`config.mk`:
```
export PLATFORM = sky130hd
export DESIGN_NAME = pipeline_hazard_controller_flat
export DESIGN_NICKNAME = d
export VERILOG_FILES = /design/src/rtl/pipeline_hazard_controller_pkg.sv /design/src/rtl/pipeline_hazard_controller_if.sv /design/src/rtl/pipeline_hazard_controller_load_use_detector.sv /design/src/rtl/pipeline_hazard_controller.sv /design/src/flat_wrapper.sv
export SDC_FILE = /design/constraint.sdc
export NUM_CORES = 1
export LEC_CHECK = 0
export ABC_AREA = 1
export ABC_CLOCK_PERIOD_IN_PS = 2100
export BUFFER_PORTS_ARGS = -buffer_cell sky130_fd_sc_hd__buf_2
export CORE_UTILIZATION = 54
export DETAILED_ROUTE_END_ITERATION = 10
export PLACE_DENSITY = 0.91
export SETUP_SLACK_MARGIN = 0.05
export SYNTH_ARGS = -nofsm -noshare
export SYNTH_HDL_FRONTEND = slang
export SYNTH_HIERARCHICAL = 1
export SYNTH_SLANG_ARGS = --single-unit
```
`constraint.sdc`:
```
create_clock -name clk -period 2.1 [get_ports clk]
set_input_delay 0.42 -clock clk [delete_from_list [all_inputs] [get_ports clk]]
set_output_delay 0.42 -clock clk [all_outputs]
set_load 0.02 [all_outputs]
```
`src/rtl/pipeline_hazard_controller_pkg.sv`:
```
// Shared definitions for the pipeline stall/flush sequencer and its helpers.
package pipeline_ctrl_pkg;

    typedef enum logic [1:0] {
        IDLE     = 2'd0,
        MEM_WAIT = 2'd1,
        ERROR    = 2'd2
    } ctrl_state_t;

    localparam int REG_ADDR_WIDTH = 5;
    localparam logic [REG_ADDR_WIDTH-1:0] ZERO_REG = '0;
    localparam int DEFAULT_TIMEOUT_CYCLES = 255;

endpackage

```
`src/rtl/pipeline_hazard_controller_if.sv`:
```
// Data-RAM request/ready handshake seen by the hazard controller.
// master = controller side, slave = memory/environment side.
interface pipeline_hazard_controller_if;

    logic mem_access;
    logic mem_ready;
    logic mem_req;

    modport master (
        input  mem_access,
        input  mem_ready,
        output mem_req
    );

    modport slave (
        output mem_access,
        output mem_ready,
        input  mem_req
    );

endinterface

```
`src/rtl/pipeline_hazard_controller_load_use_detector.sv`:
```
// Combinational load-use match between the ID sources and the load in EX.
// Register 0 never carries a dependency.
module load_use_detector
    import pipeline_ctrl_pkg::*;
(
    input  logic [REG_ADDR_WIDTH-1:0] i_rs1,
    input  logic [REG_ADDR_WIDTH-1:0] i_rs2,
    input  logic                      i_uses_rs1,
    input  logic                      i_uses_rs2,
    input  logic [REG_ADDR_WIDTH-1:0] i_ex_rd,
    input  logic                      i_ex_mem_read,
    output logic                      o_hazard
);

    logic w_rs1_hit;
    logic w_rs2_hit;

    assign w_rs1_hit = i_uses_rs1 && (i_rs1 == i_ex_rd);
    assign w_rs2_hit = i_uses_rs2 && (i_rs2 == i_ex_rd);
    assign o_hazard  = i_ex_mem_read && (i_ex_rd != ZERO_REG) && (w_rs1_hit || w_rs2_hit);

endmodule

```
`src/rtl/pipeline_hazard_controller.sv`:
```
// Stall/flush sequencer for the five-stage pipeline: memory freeze FSM with watchdog,
// taken-branch flush and load-use stall. Counters compiled in by PIPELINE_HAZARD_CONTROLLER_PERF_EN.
module pipeline_hazard_controller
    import pipeline_ctrl_pkg::*;
#(
    parameter int TIMEOUT_CYCLES = DEFAULT_TIMEOUT_CYCLES
`ifdef PIPELINE_HAZARD_CONTROLLER_PERF_EN
  , parameter int CNT_WIDTH      = 32
`endif
)
(
    input  logic                             clk,
    input  logic                             reset_n,
    pipeline_hazard_controller_if.master     mem_if,
    input  logic [REG_ADDR_WIDTH-1:0]        id_rs1_address,
    input  logic [REG_ADDR_WIDTH-1:0]        id_rs2_address,
    input  logic                             id_uses_rs1,
    input  logic                             id_uses_rs2,
    input  logic [REG_ADDR_WIDTH-1:0]        ex_rd_address,
    input  logic                             ex_mem_read,
    input  logic                             ex_branch_taken,
    output logic                             pc_wren,
    output logic                             if_id_wren,
    output logic                             id_ex_wren,
    output logic                             ex_mem_wren,
    output logic                             mem_wb_wren,
    output logic                             if_id_bubble,
    output logic                             id_ex_bubble,
    output logic                             mem_timeout
`ifdef PIPELINE_HAZARD_CONTROLLER_PERF_EN
  , output logic [CNT_WIDTH-1:0]             stall_mem_count,
    output logic [CNT_WIDTH-1:0]             stall_load_count,
    output logic [CNT_WIDTH-1:0]             flush_count
`endif
);

    ctrl_state_t r_state;
    ctrl_state_t w_next_state;
    logic [15:0] r_wait_cnt;
    logic        w_last_wait;
    logic        w_freeze;
    logic        w_load_use;
    logic        w_mem_req;

    load_use_detector u_load_use (
        .i_rs1         (id_rs1_address),
        .i_rs2         (id_rs2_address),
        .i_uses_rs1    (id_uses_rs1),
        .i_uses_rs2    (id_uses_rs2),
        .i_ex_rd       (ex_rd_address),
        .i_ex_mem_read (ex_mem_read),
        .o_hazard      (w_load_use)
    );

    // Wait counter holds (cycle index - 2) in MEM_WAIT; the first request cycle is spent in IDLE.
    assign w_last_wait = (int'(r_wait_cnt) + 2) >= TIMEOUT_CYCLES;

    always_comb begin
        w_next_state = r_state;
        w_mem_req    = 1'b0;
        w_freeze     = 1'b0;
        pc_wren      = 1'b0;
        if_id_wren   = 1'b0;
        id_ex_wren   = 1'b0;
        ex_mem_wren  = 1'b0;
        mem_wb_wren  = 1'b0;
        if_id_bubble = 1'b0;
        id_ex_bubble = 1'b0;
        mem_timeout  = 1'b0;

        case (r_state)
            IDLE: begin
                w_mem_req = mem_if.mem_access;
                if (mem_if.mem_access && !mem_if.mem_ready) begin
                    w_freeze     = 1'b1;
                    w_next_state = (TIMEOUT_CYCLES == 1) ? ERROR : MEM_WAIT;
                end
            end
            MEM_WAIT: begin
                w_mem_req = 1'b1;
                if (mem_if.mem_ready) begin
                    w_next_state = IDLE;
                end else begin
                    w_freeze = 1'b1;
                    if (w_last_wait) w_next_state = ERROR;
                end
            end
            ERROR: begin
                w_freeze    = 1'b1;
                mem_timeout = 1'b1;
            end
            default: begin
                w_freeze     = 1'b1;
                w_next_state = IDLE;
            end
        endcase

        // Branch outranks load-use: the ID instruction is flushed anyway.
        if (!w_freeze) begin
            if (ex_branch_taken) begin
                pc_wren      = 1'b1;
                if_id_wren   = 1'b1;
                id_ex_wren   = 1'b1;
                ex_mem_wren  = 1'b1;
                mem_wb_wren  = 1'b1;
                if_id_bubble = 1'b1;
                id_ex_bubble = 1'b1;
            end else if (w_load_use) begin
                id_ex_wren   = 1'b1;
                ex_mem_wren  = 1'b1;
                mem_wb_wren  = 1'b1;
                id_ex_bubble = 1'b1;
            end else begin
                pc_wren      = 1'b1;
                if_id_wren   = 1'b1;
                id_ex_wren   = 1'b1;
                ex_mem_wren  = 1'b1;
                mem_wb_wren  = 1'b1;
            end
        end

        if (!reset_n) begin
            w_mem_req    = 1'b0;
            pc_wren      = 1'b0;
            if_id_wren   = 1'b0;
            id_ex_wren   = 1'b0;
            ex_mem_wren  = 1'b0;
            mem_wb_wren  = 1'b0;
            if_id_bubble = 1'b0;
            id_ex_bubble = 1'b0;
            mem_timeout  = 1'b0;
        end
    end

    assign mem_if.mem_req = w_mem_req;

    always_ff @(posedge clk) begin
        if (!reset_n) begin
            r_state    <= IDLE;
            r_wait_cnt <= '0;
        end else begin
            r_state <= w_next_state;
            if (r_state == MEM_WAIT) r_wait_cnt <= r_wait_cnt + 16'd1;
            else                     r_wait_cnt <= '0;
        end
    end

`ifdef PIPELINE_HAZARD_CONTROLLER_PERF_EN
    logic                 w_mem_stall;
    logic                 w_load_stall;
    logic                 w_flush;
    logic [CNT_WIDTH-1:0] r_stall_mem_cnt;
    logic [CNT_WIDTH-1:0] r_stall_load_cnt;
    logic [CNT_WIDTH-1:0] r_flush_cnt;

    function automatic logic [CNT_WIDTH-1:0] sat_inc(input logic [CNT_WIDTH-1:0] v);
        return (&v) ? v : v + {{(CNT_WIDTH-1){1'b0}}, 1'b1};
    endfunction

    // ERROR cycles are frozen too but are not counted as memory stalls.
    assign w_mem_stall  = ((r_state == IDLE) && mem_if.mem_access && !mem_if.mem_ready) ||
                          ((r_state == MEM_WAIT) && !mem_if.mem_ready);
    assign w_load_stall = !w_freeze && !ex_branch_taken && w_load_use;
    assign w_flush      = !w_freeze && ex_branch_taken;

    always_ff @(posedge clk) begin
        if (!reset_n) begin
            r_stall_mem_cnt  <= '0;
            r_stall_load_cnt <= '0;
            r_flush_cnt      <= '0;
        end else begin
            if (w_mem_stall)  r_stall_mem_cnt  <= sat_inc(r_stall_mem_cnt);
            if (w_load_stall) r_stall_load_cnt <= sat_inc(r_stall_load_cnt);
            if (w_flush)      r_flush_cnt      <= sat_inc(r_flush_cnt);
        end
    end

    assign stall_mem_count  = r_stall_mem_cnt;
    assign stall_load_count = r_stall_load_cnt;
    assign flush_count      = r_flush_cnt;
`endif

endmodule

```
`src/flat_wrapper.sv`:
```
// flat-port wrapper written by rule: the top's interface ports become plain ports
module pipeline_hazard_controller_flat import pipeline_ctrl_pkg::*;
#(
    parameter int TIMEOUT_CYCLES = DEFAULT_TIMEOUT_CYCLES

)
  (clk, reset_n, id_rs1_address, id_rs2_address, id_uses_rs1, id_uses_rs2, ex_rd_address, ex_mem_read, ex_branch_taken, pc_wren, if_id_wren, id_ex_wren, ex_mem_wren, mem_wb_wren, if_id_bubble, id_ex_bubble, mem_timeout, mem_if_mem_access, mem_if_mem_ready, mem_if_mem_req);
  pipeline_hazard_controller_if mem_if_i ();
  input  logic clk;
  input  logic reset_n;
  input  logic [REG_ADDR_WIDTH-1:0] id_rs1_address;
  input  logic [REG_ADDR_WIDTH-1:0] id_rs2_address;
  input  logic id_uses_rs1;
  input  logic id_uses_rs2;
  input  logic [REG_ADDR_WIDTH-1:0] ex_rd_address;
  input  logic ex_mem_read;
  input  logic ex_branch_taken;
  output logic pc_wren;
  output logic if_id_wren;
  output logic id_ex_wren;
  output logic ex_mem_wren;
  output logic mem_wb_wren;
  output logic if_id_bubble;
  output logic id_ex_bubble;
  output logic mem_timeout;
  input wire logic [$bits(mem_if_i.mem_access)-1:0] mem_if_mem_access;
  input wire logic [$bits(mem_if_i.mem_ready)-1:0] mem_if_mem_ready;
  output wire logic [$bits(mem_if_i.mem_req)-1:0] mem_if_mem_req;
  assign mem_if_i.mem_access = mem_if_mem_access;
  assign mem_if_i.mem_ready = mem_if_mem_ready;
  assign mem_if_mem_req = mem_if_i.mem_req;
  pipeline_hazard_controller #(.TIMEOUT_CYCLES(TIMEOUT_CYCLES)) u_core (.clk(clk), .reset_n(reset_n), .mem_if(mem_if_i), .id_rs1_address(id_rs1_address), .id_rs2_address(id_rs2_address), .id_uses_rs1(id_uses_rs1), .id_uses_rs2(id_uses_rs2), .ex_rd_address(ex_rd_address), .ex_mem_read(ex_mem_read), .ex_branch_taken(ex_branch_taken), .pc_wren(pc_wren), .if_id_wren(if_id_wren), .id_ex_wren(id_ex_wren), .ex_mem_wren(ex_mem_wren), .mem_wb_wren(mem_wb_wren), .if_id_bubble(if_id_bubble), .id_ex_bubble(id_ex_bubble), .mem_timeout(mem_timeout));
endmodule
```
==> results.json <==
{
  "run_status": "completed",
  "min_period_over_period": 0.9161,
  "switching_share": 0.2868,
  "tritoncts_num_sinks": 18,
  "crit_chain": "buf_4, nor4_4, inv_1, a21oi_2, buf_4",
  "fin_nets": 312,
  "portBuffers": 31,
  "grt_first_pass_wirelength_um": 4961,
  "ios": 32,
  "dr.pass1.iters": 5,
  "synth.top_cells.by_area": "sky130_fd_sc_hd__dfxtp_1, sky130_fd_sc_hd__nand2_1, sky130_fd_sc_hd__inv_1",
  "clkLatencyLatePin_ps": 300,
  "syn-num-nets": 276,
  "p_int_mw": 0.5112,
  "worstSetupStartpointType": "flop",
  "timing.critical_path.slowest_stage_cell": "sky130_fd_sc_hd__dfxtp_2",
  "dp.final_hpwl_um": 2489,
  "hold_path_class": "input port to flop",
  "detailedRoute.firstIterationViolations": 74,
  "total_leakage_power_nw": 0.7750,
  "syn-instance-count": 249,
  "powerDensity_nw_per_um2": 422.8,
  "gr-usage-all-layers": 0.2334,
  "cp_slowest_stage_delay_ps": 350,
  "register_bit_total_from_synthesis": 18,
  "worst_pin_slew_ps": 301.2,
  "critical_path.endpoint_type": "primary output",
  "synth_top_area_cell": "sky130_fd_sc_hd__dfxtp_1",
  "critPathRequiredTime_ps": 1680,
  "clock-root-buffer": "sky130_fd_sc_hd__clkbuf_4",
  "weighted_congestion_reported_at_the_end_of_routability_driven_placement": 0.8851,
  "antenna_found_initial": 0,
  "dieArea_um2": 2870,
  "ff2ff_setup_slack_ps": 330,
  "cpMostUsedCell": "sky130_fd_sc_hd__buf_4",
  "worst-endpoint-arrival_ps": 1500,
  "setup_tns_ps": 0,
  "power_frac_seq": 0.487,
  "ys_seq_area_frac": 0.2509,
  "crit_type": "flop to primary output",
  "p_comb_frac": 0.202,
  "min_period_ps": 1924,
  "core_area_um2": 2500,
  "final-hold-violation-count": 0,
  "global_route.overflow_total": 0,
  "fmaxAchievable_mhz": 519.8,
  "floorplan.initialDensity": 0.5746,
  "report.final.setup_viol": 0,
  "placement_rows": 18,
  "via_per_inst": 5.108,
  "final_layout_size_suffix_gt1_frac": 0.2289,
  "pre_cts_slack_ps": 288.5,
  "post_synth_num_cell_types": 27,
  "final.setup_skew_ps": 12.41,
  "cts-htree-levels": 1,
  "cts_hold_buffers": 0,
  "slew_viol_final": 0,
  "avgRoutedWirePerCell_um": 10.05,
  "layout.cells.non_filler": 314,
  "dp_cells": 308,
  "yosys_warnings": 6,
  "timing.slew.headroom": 0.7985,
  "post-route-drc-count": 0,
  "fp.dieH_um": 53.58,
  "share_of_the_synthesized_area_in_the_top_cell_type": 0.2509,
  "grt_pass1_vias": 1299,
  "synth_area_um2": 1436,
  "clkPwrFrac": 0.312,
  "power.total_mw": 0.7167,
  "cts_tree": "yes",
  "clk_pin_slew_worst_paths_ps": 120,
  "cp.buffers_inverters": 3,
  "maxCapViolations": 0,
  "areaGrowthSynthToFinish_pct": 18.03,
  "max-clock-path-buffers": 2,
  "vias": 1604,
  "antenna_violating_nets_post_route": 0,
  "critical_path.top_delay_family": "buffers and inverters",
  "antennaDiodeCount": 0,
  "worst_slack_ps": 176.2,
  "grt_max_degree": 13,
  "p_switching_mw": 0.2056,
  "synth.avg_cell_area_um2": 5.769,
  "rsz0062_at_grt": "false",
  "ir_drop_mv": 0.4314,
  "crit_path_max_fanout": 3,
  "total_clock_buffers_created_by_cts": 3,
  "floorplan.die.width_um": 53.58,
  "route.final.wire_length_um": 3156
}
## state kept, by name, indices dropped and copies added (netlist names)
name               cells
u_core/r_wait_cnt     16
u_core/r_state         2
## through the flow
step | hold slack (ps) | area, um2 | utilization
6_report | 361.2 | 1695 | 0.6782
5_1_grt | 367.4 | 1695 | 0.6782
4_1_cts | 353.8 | 1695 | 0.6782
3_5_place_dp | 491.9 | 1635 | 0.6542
3_3_place_gp | 482.3 | 1635 | 0.6542
2_1_floorplan | 455.9 | 1455 | -
## per-layer routing
layer	GRT usage	up-vias	part of all wire
li1	-	860	-
met1	0.2794	681	0.45
met2	0.4000	57	0.46
met3	0.05650	6	0.067
met4	0.08772	0	0.021
met5	0	-	0
## cell usage after synthesis (all sizes together)
cell type and n:
a211oi 1, a21oi 15, a31oi 1, buf 4
dfxtp 18, ha 4, inv 45, nand2 77
nand3 17, nand3b 1, nand4 6, nor2 38
nor3 1, nor3b 1, nor4 1, o21a 1
o21ai 17, xor2 1
## layout make-up
cell class                 instances  area, um2
timing repair buffer              35      190.2
sequential                        18      361.6
multi-input combinational        182      900.9
inverter                          45      168.9
fill                             228      804.5
tap                               30      37.54
clock buffer                       4      36.28
## final timing paths
kind              cells past startpoint               endpoint                   from
setup / recovery                      5                pc_wren      u_core/r_state[1]
hold / removal                        3      u_core/r_state[1]                reset_n
setup reg to reg                     12      u_core/r_state[1]   u_core/r_wait_cnt[2]
hold reg to reg                       2  u_core/r_wait_cnt[15]  u_core/r_wait_cnt[15]
## timing repair
action	4_1_cts	5_1_grt
pin swaps	1	1
buffers inserted	2	0
endpoints found under the setup margin	3	3
gates resized for setup	5	0
cloned	0	0
## power by group through the flow
stage | combinational (mW) | clock [mW] | sequential (mW)
2_1_floorplan | 0.0907 | 0 | 0.357
3_3_place_gp | 0.131 | 0 | 0.357
3_5_place_dp | 0.134 | 0 | 0.357
4_1_cts | 0.144 | 0.229 | 0.349
5_1_grt | 0.164 | 0.239 | 0.350
6_report | 0.145 | 0.223 | 0.349
## tightest hold or removal path, delay by kind of cell
| kind | cells | cell delay (ps) |
|---|---|---|
| compound gates | 1 | 40 |
| simple gates | 1 | 80 |
| buf+inv | 1 | 100 |
## cells by family after synthesis
kind of cell	Yosys count	synth area share
fa+ha+maj	4	0.03484
xor+xnor	1	0.006099
flops	18	0.2509
buf+inv	49	0.1368
simple gates	142	0.4373
compound gates	35	0.1342
## placed cells by master (no fill, tap or decap), types with 2 or more instances in the layout
| cell type | instances |
|---|---|
| sky130_fd_sc_hd__nand3_1 | 15 |
| sky130_fd_sc_hd__o21ai_1 | 2 |
| sky130_fd_sc_hd__nor2_1 | 33 |
| sky130_fd_sc_hd__buf_4 | 6 |
| sky130_fd_sc_hd__a21oi_2 | 3 |
| sky130_fd_sc_hd__nor2_4 | 2 |
| sky130_fd_sc_hd__inv_2 | 6 |
| sky130_fd_sc_hd__nor2_2 | 3 |
| sky130_fd_sc_hd__nand3_2 | 2 |
| sky130_fd_sc_hd__clkbuf_4 | 3 |
| sky130_fd_sc_hd__nand2_1 | 70 |
| sky130_fd_sc_hd__a21oi_1 | 12 |
| sky130_fd_sc_hd__o21ai_0 | 14 |
| sky130_fd_sc_hd__nand2_2 | 7 |
| sky130_fd_sc_hd__dfxtp_1 | 17 |
| sky130_fd_sc_hd__buf_2 | 29 |
| sky130_fd_sc_hd__inv_1 | 39 |
| sky130_fd_sc_hd__nand4_1 | 6 |
| sky130_fd_sc_hd__ha_1 | 4 |
Power figures use the tool's default switching activity.
